$ cat src/rtl/serial_signed_adder.sv
// Bit-serial two's-complement adder/subtractor, LSB first, one bit per clock.
// Latency: WIDTH+1 edges from accepted start to the one-cycle done pulse.
// Backpressure: none; start is only sampled in IDLE/DONE and ignored while busy.
//
// Ports:
//   clk, reset      rising-edge clock, asynchronous active-high reset
//   start, sub      operation request and add(0)/subtract(1) select
//   a, b            signed operands, captured on an accepted start
//   busy, done      high while adding / one-cycle completion pulse
//   sum, overflow   registered result and signed-overflow flag, held until next completion
module serial_signed_adder #(
  parameter int WIDTH = 8
) (
  input  logic             clk,
  input  logic             reset,
  input  logic             start,
  input  logic             sub,
  input  logic [WIDTH-1:0] a,
  input  logic [WIDTH-1:0] b,
  output logic             busy,
  output logic             done,
  output logic [WIDTH-1:0] sum,
  output logic             overflow
);

  localparam int CW = $clog2(WIDTH);
  localparam logic [CW-1:0] LAST_BIT = CW'(WIDTH - 1);

  typedef enum logic [1:0] {
    S_IDLE,
    S_ADD,
    S_DONE
  } state_t;

  state_t           state_q, state_d;
  logic [WIDTH-1:0] opa_q, opa_d;
  logic [WIDTH-1:0] opb_q, opb_d;
  logic [WIDTH-1:0] res_q, res_d;
  logic             carry_q, carry_d;
  logic [CW-1:0]    cnt_q, cnt_d;
  logic [WIDTH-1:0] sum_q, sum_d;
  logic             ovf_q, ovf_d;

  // Full-adder slice working on the current LSBs of the shifting operands.
  logic             sum_bit;
  logic             carry_out;
  logic [WIDTH-1:0] res_next;

  assign sum_bit   = opa_q[0] ^ opb_q[0] ^ carry_q;
  assign carry_out = (opa_q[0] & opb_q[0]) | (opa_q[0] & carry_q) | (opb_q[0] & carry_q);
  assign res_next  = {sum_bit, res_q[WIDTH-1:1]};

  always_comb begin
    state_d = state_q;
    opa_d   = opa_q;
    opb_d   = opb_q;
    res_d   = res_q;
    carry_d = carry_q;
    cnt_d   = cnt_q;
    sum_d   = sum_q;
    ovf_d   = ovf_q;

    case (state_q)
      S_IDLE, S_DONE: begin
        if (start) begin
          // Subtraction is a + ~b + 1: the +1 enters as the initial carry.
          opa_d   = a;
          opb_d   = sub ? ~b : b;
          carry_d = sub;
          res_d   = '0;
          cnt_d   = '0;
          state_d = S_ADD;
        end else begin
          state_d = S_IDLE;
        end
      end

      S_ADD: begin
        opa_d   = {1'b0, opa_q[WIDTH-1:1]};
        opb_d   = {1'b0, opb_q[WIDTH-1:1]};
        res_d   = res_next;
        carry_d = carry_out;
        cnt_d   = cnt_q + CW'(1);
        if (cnt_q == LAST_BIT) begin
          // MSB slice: overflow when both operand signs agree and the result sign differs.
          // The carry out of the MSB is simply dropped.
          sum_d   = res_next;
          ovf_d   = (opa_q[0] == opb_q[0]) && (opa_q[0] != sum_bit);
          state_d = S_DONE;
        end
      end

      default: state_d = S_IDLE;
    endcase
  end

  always_ff @(posedge clk or posedge reset) begin
    if (reset) begin
      state_q <= S_IDLE;
      opa_q   <= '0;
      opb_q   <= '0;
      res_q   <= '0;
      carry_q <= 1'b0;
      cnt_q   <= '0;
      sum_q   <= '0;
      ovf_q   <= 1'b0;
    end else begin
      state_q <= state_d;
      opa_q   <= opa_d;
      opb_q   <= opb_d;
      res_q   <= res_d;
      carry_q <= carry_d;
      cnt_q   <= cnt_d;
      sum_q   <= sum_d;
      ovf_q   <= ovf_d;
    end
  end

  assign busy     = (state_q == S_ADD);
  assign done     = (state_q == S_DONE);
  assign sum      = sum_q;
  assign overflow = ovf_q;

endmodule

$ cat config.mk
export PLATFORM = sky130hd
export DESIGN_NAME = serial_signed_adder
export DESIGN_NICKNAME = d
export VERILOG_FILES = /design/src/rtl/serial_signed_adder.sv
export SDC_FILE = /design/constraint.sdc
export NUM_CORES = 1
export LEC_CHECK = 0
export BUFFER_PORTS_ARGS = -buffer_cell sky130_fd_sc_hd__buf_2
export CAP_MARGIN = 20
export CORE_MARGIN = 5
export CORE_UTILIZATION = 54
export DETAILED_ROUTE_END_ITERATION = 6
export PLACE_DENSITY = 0.8
export SYNTH_ARGS = -nofsm -noshare
export SYNTH_HDL_FRONTEND = slang
export SYNTH_SLANG_ARGS = --single-unit
export TNS_END_PERCENT = 30
$ cat constraint.sdc
create_clock -name clk -period 1.7 [get_ports clk]
set_clock_uncertainty 0.05 [all_clocks]
set_input_delay 0.34 -clock clk [delete_from_list [all_inputs] [get_ports clk]]
set_output_delay 0.34 -clock clk [all_outputs]
set_load 0.02 [all_outputs]
==> Yosys cells after proc, flatten, opt, wreduce, memory -nomap -nowiden <==
Index checks and enable logic that the tools add are counted.
{ "totals": {"output_inout_bits": 11, "wordCells": 44, "input_bits": 20, "register_bits": 39} }
{ "op_classes": {"reduce_logical": 6, "n_eq_ne": 7, "bitwise_logic": 8, "mux": 14, "addsub": 1} }
{ "op_table": {"columns": ["cell", "n"], "rows": [
  ["$pmux W8 S2", 3],
  ["$mux W8", 4],
  ["$not A8 Y8", 1],
  ["$pmux W3 S2", 1],
  ["$pmux W2 S2", 1],
  ["$reduce_and A2 Y1", 2],
  ["$add A3 B1 Y3 const B", 1],
  ["$and A1 B1 Y1", 3],
  ["$eq A3 B3 Y1 const B", 1],
  ["$mux W3", 1],
  ["$eq A2 B1 Y1 const B", 1],
  ["$eq A2 B2 Y1 const B", 1],
  ["$logic_not A2 Y1", 1],
  ["$mux W1", 2],
  ["$mux W2", 1],
  ["$ne A2 B1 Y1 const B", 1],
  ["$ne A2 B2 Y1 const B", 1],
  ["$or A1 B1 Y1", 2],
  ["$pmux W1 S2", 1],
  ["$reduce_bool A2 Y1", 1],
  ["$reduce_or A2 Y1", 1],
  ["$xor A1 B1 Y1", 2],
  ["$eq A1 B1 Y1", 1],
  ["$logic_and A1 B1 Y1", 1],
  ["$ne A1 B1 Y1", 1]
]} }

==> Longest topological paths before layout <==
{ "depth": {"ltp_word": 4, "ltp_mapped": 6, "depth_no_buf": 5} }

==> Worst setup path after synthesis <==
No wires, ideal clock.
{ "synth_path": {"path_kind": "register to register", "start": "register cnt_q[0]", "end": "register sum_q[0], in the netlist sum[0]", "path_buffers": 1, "t_arrival_ns": 1.372, "setup_time_ns": 0.125, "synth_period_minus_slack_ns": 1.547, "path_slack_ns": 0.153, "path_stages_with_launch": 6, "path_cell_list": "dfrtp_1 -> ha_1 -> ha_1 -> nand3b_2 -> buf_2 -> mux2_2"} }
{ "synth_via": {"elab_chain_len": 2} }
{ "synth_rtl": {"columns": ["item", "line_no", "text"], "rows": [
  ["from (decl)", "40", "logic [CW-1:0] cnt_q, cnt_d;"],
  ["from (signal assigned)", "113", "cnt_q <= cnt_d;"],
  ["$eq A3 B3 Y1", "84", "if (cnt_q == LAST_BIT) begin"],
  ["$reduce_and A2 Y1 (no source line)", null, null],
  ["to (signal assigned)", "114", "sum_q <= sum_d;"],
  ["to (decl)", "41", "logic [WIDTH-1:0] sum_q, sum_d;"]
]} }
No other way between the ends.
A chain may end at the register's enable or synchronous reset.

==> Worst setup path after layout <==
{ "layout_path": {"start": "register state_q[1]", "end": "output port busy"} }
{ "layout_via": {"elab_chain_len": 1} }
{ "layout_rtl": {"columns": ["item", "line_no", "text"], "rows": [
  ["from (decl)", "35", "state_t state_q, state_d;"],
  ["from (signal assigned)", "108", "state_q <= state_d;"],
  ["$eq A2 B1 Y1", "119", "assign busy = (state_q == S_ADD);"],
  ["to (decl)", "20", "output logic busy,"]
]} }
No other way between the ends.

==> Implementation_results.wiki <==
{| class="wikitable"
! Metric !! Value
|-
| Cell Area, Synth || 1650 µm²
|-
| Distinct cell type count of the synthesized netlist || 27
|-
| Floorplan Core Area || 3000 µm²
|-
| Commonest cells after routing, fill and taps aside || dfrtp_1 (38), buf_2 (29), a22o_1 (10), a221o_1 (9)
|-
| Die Outline Area || 4270 µm²
|-
| Max-slew headroom at the worst pin || 0.694
|-
| Wire length of the first global-routing pass || 5550 µm
|-
| Commonest non-fill, non-tap cell in the layout || dfrtp_1
|-
| Type of destination of the critical path || output port
|-
| Number of levels in the clock H-tree || 2
|-
| Required time of the critical path || 1.31 ns
|-
| Number of filler instances in the final layout || 260
|-
| Startpoint-to-endpoint class of the critical path || flip-flop to output port
|-
| Total DRC errors in the routed layout || 0
|-
| Cells along the critical path || nand2b_2 > inv_6 > buf_4
|-
| Buffer type at the clock tree root || clkbuf_4
|-
| Final setup viols || 0
|-
| Worst-path cell with the longest stage delay || dfrtp_1
|-
| Minimum setup slack among reg-to-reg paths || 0.11 ns
|-
| Row count || 20
|-
| Largest delay contributor family on the critical path || flip-flops
|-
| Area Overhead vs Synth || 14.8%
|-
| Area contributors post-synth || dfrtp_1 (57%), a221o_1 (5.4%), a22o_1 (5.3%), mux2_2 (4.8%), xnor2_1 (3.7%)
|-
| Fraction of post-synthesis cell area in the top cell type by area || 0.575
|-
| Count of buffers inserted at the top-level ports || 30
|-
| Height of the chip || 65.3 µm
|-
| Final period util || 0.956
|-
| Clk buf depth || 2
|-
| IR drop worst, VDD || 0.786 mV
|-
| Insertion delay to the later sink of the worst-skew pair || 0.33 ns
|-
| Number of CTS-inserted buffers || 5
|-
| Non-Filler Instances || 200
|-
| Worst R2R Start || cnt_q[0]
|-
| Starting density of the core || 0.551
|-
| Post-layout power || 3.58 mW
|-
| Yosys Warn Count || 0
|-
| Max_cap viols || 0
|-
| Time the final worst path needs with I/O delays and setup || 1.63 ns
|-
| Routed WL || 3190 µm
|-
| Startpoint kind of the worst setup timing path || flip-flop
|-
| Flop and latch count out of synthesis || 38
|-
| CP bufs+invs || 2
|-
| Total Nets Final || 190
|-
| Net Count, Synth || 156
|-
| Cells on worst reg2reg path || 4
|-
| Sequential fraction of the synthesis area || 0.575
|-
| Dpl cells || 192
|-
| Run status || complete, no violations
|-
| Worst R2R End || sum[6]
|-
| Worst-case hold slack || 0.0450 ns
|-
| Number of sinks driven by the clock tree || 38
|-
| Leak Pwr || 0.948 nW
|-
| Post-route antenna net violation count || 0
|-
| Horiz. Die Dim || 65.3 µm
|-
| Hold WC Path Type || input port to async pin
|-
| Clock tree from TritonCTS || yes
|-
| Share of layout cells above drive strength 1 || 0.329
|-
| Data arrival time of the critical path || 1.24 ns
|-
| Gate Count Post-Synth || 132
|-
| Total via count in the routed design || 1,150
|-
| Post-detail-place hpwl || 2310 µm
|-
| Antenna violations before repair || 0
|-
| DRC violation total after the first TritonRoute iteration || 71
|-
| Final count of pins violating max slew || 0
|-
| Total Routing Usage GR || 0.169
|-
| Maximum number of pins on one net before global-route repair || 39
|-
| Diode insertion count for antenna repair || 0
|-
| Final Hold Vio Count || 0
|-
| Final weighted congestion of routability-driven global placement || 0.785
|-
| Top fanout value on the critical path || 12
|-
| Post-synthesis cell type with the largest combined area || dfrtp_1
|-
| Number of global-route vias before repair || 1,199
|-
| P per Cell Area || 1880 nW/µm²
|-
| Clock-pin transition on the worst setup and hold timing paths || 0.11 ns
|-
| Worst slew pin tran || 0.458 ns
|-
| Total gr overflow || 0
|-
| Via-per-instance ratio || 5.75
|-
| Routed length per placed instance || 15.9 µm
|-
| Number of detailed-route iterations in the first pass || 4
|-
| Peak per-stage delay on the critical path || 0.40 ns
|-
| Average cell area after synthesis || 12.5 µm²
|-
| I/O pin count || 31
|-
| Fmax achieved || 0.615 GHz
|-
| CTS Hold Bufs || 0
|}
logic make-up after synthesis:
| logic type | count (synthesis) | share of synthesized area |
|---|---|---|
| and+or+nand+nor | 30 | 0.0968 |
| DFF | 38 | 0.575 |
| AOI/OAI and AO/OA | 30 | 0.154 |
| muxes | 7 | 0.0477 |
| xor gates and xnor gates | 9 | 0.0477 |
| buffers and inverters | 14 | 0.0446 |
| adders and majority gates | 4 | 0.0348 |
worst min-delay path, stage by stage:
cell and delay [ns]:
buf_2 0.09, inv_1 0.04, buf_4 0.40
per-layer routing:
metal | vias up | track usage | wire (µm) | part of all wire
met5 | - | 0 | 0 | 0
met3 | 5 | 0.0444 | 183 | 0.057
met2 | 34 | 0.279 | 1680 | 0.53
met1 | 572 | 0.212 | 1280 | 0.40
li1 | 539 | - | - | -
met4 | 0 | 0.0648 | 38 | 0.012
state kept, by name (all words and copies together), names as in the netlist:
signal	flops
carry_q	1
cnt_q	3
opa_q	8
opb_q	8
overflow	1
res_q	7
state_q	2
sum	8
Yosys cell counts, drive strengths merged:
library cell  number
mux2               7
nor3               1
a221o              9
buf                7
nor2b              2
nand2b             2
inv                6
a22o              10
fa                 1
ha                 3
xnor2              7
o31ai              1
a22oi              6
nand3b             1
clkbuf             1
o2bb2ai            1
dfrtp             38
nand3              7
nand2              8
xor2               2
o21ai              3
nor2               9
power by group:
group | internal, mW | switching [mW] | leakage (nW) | total [mW]
registers | 1.31 | 0.265 | 0.479 | 1.58
logic | 0.696 | 0.825 | 0.433 | 1.52
clock network | 0.201 | 0.274 | 0.0353 | 0.474
area by class of cell:
| cell class | instances | area (µm²) | share of cell area |
|---|---|---|---|
| Clock buffer | 7 | 55.1 | 0.0290 |
| Clock inverter | 1 | 5.00 | 0.00264 |
| Inverter | 6 | 27.5 | 0.0145 |
| Multi-Input combinational cell | 80 | 629 | 0.331 |
| Sequential cell | 38 | 951 | 0.501 |
| Tap cell | 33 | 41.3 | 0.0217 |
| Timing Repair Buffer | 35 | 190 | 0.100 |
stage by stage:
stage / setup TNS (ns) / instance area, µm² / util / worst slack [ns]
floorplan: 0 / 1650 / - / 0.153
global placement: 0 / 1830 / 0.610 / 0.173
detailed placement: 0 / 1830 / 0.610 / 0.114
CTS: 0 / 1890 / 0.631 / 0.00763
global route: -0.00335 / 1900 / 0.633 / -0.00335
finish: 0 / 1900 / 0.633 / 0.0742
worst max-delay path by stage:
stage                    start      to  slack [ns]  depth (start not counted)
floorplan             cnt_q[0]  sum[0]        0.15                          5
global placement      cnt_q[0]  sum[2]        0.17                          4
detailed placement    cnt_q[0]  sum[6]        0.11                          4
CTS                 state_q[1]    busy       0.008                          3
global route        state_q[1]    busy      -0.003                          3
finish              state_q[1]    busy        0.07                          3
what timing repair did:
action | in CTS | in global routing
gates resized for setup | 1 | 2
setup buffers | 0 | 0
setup endpoints to repair | 1 | 1
No activity file was read; power rests on OpenSTA's default activity.
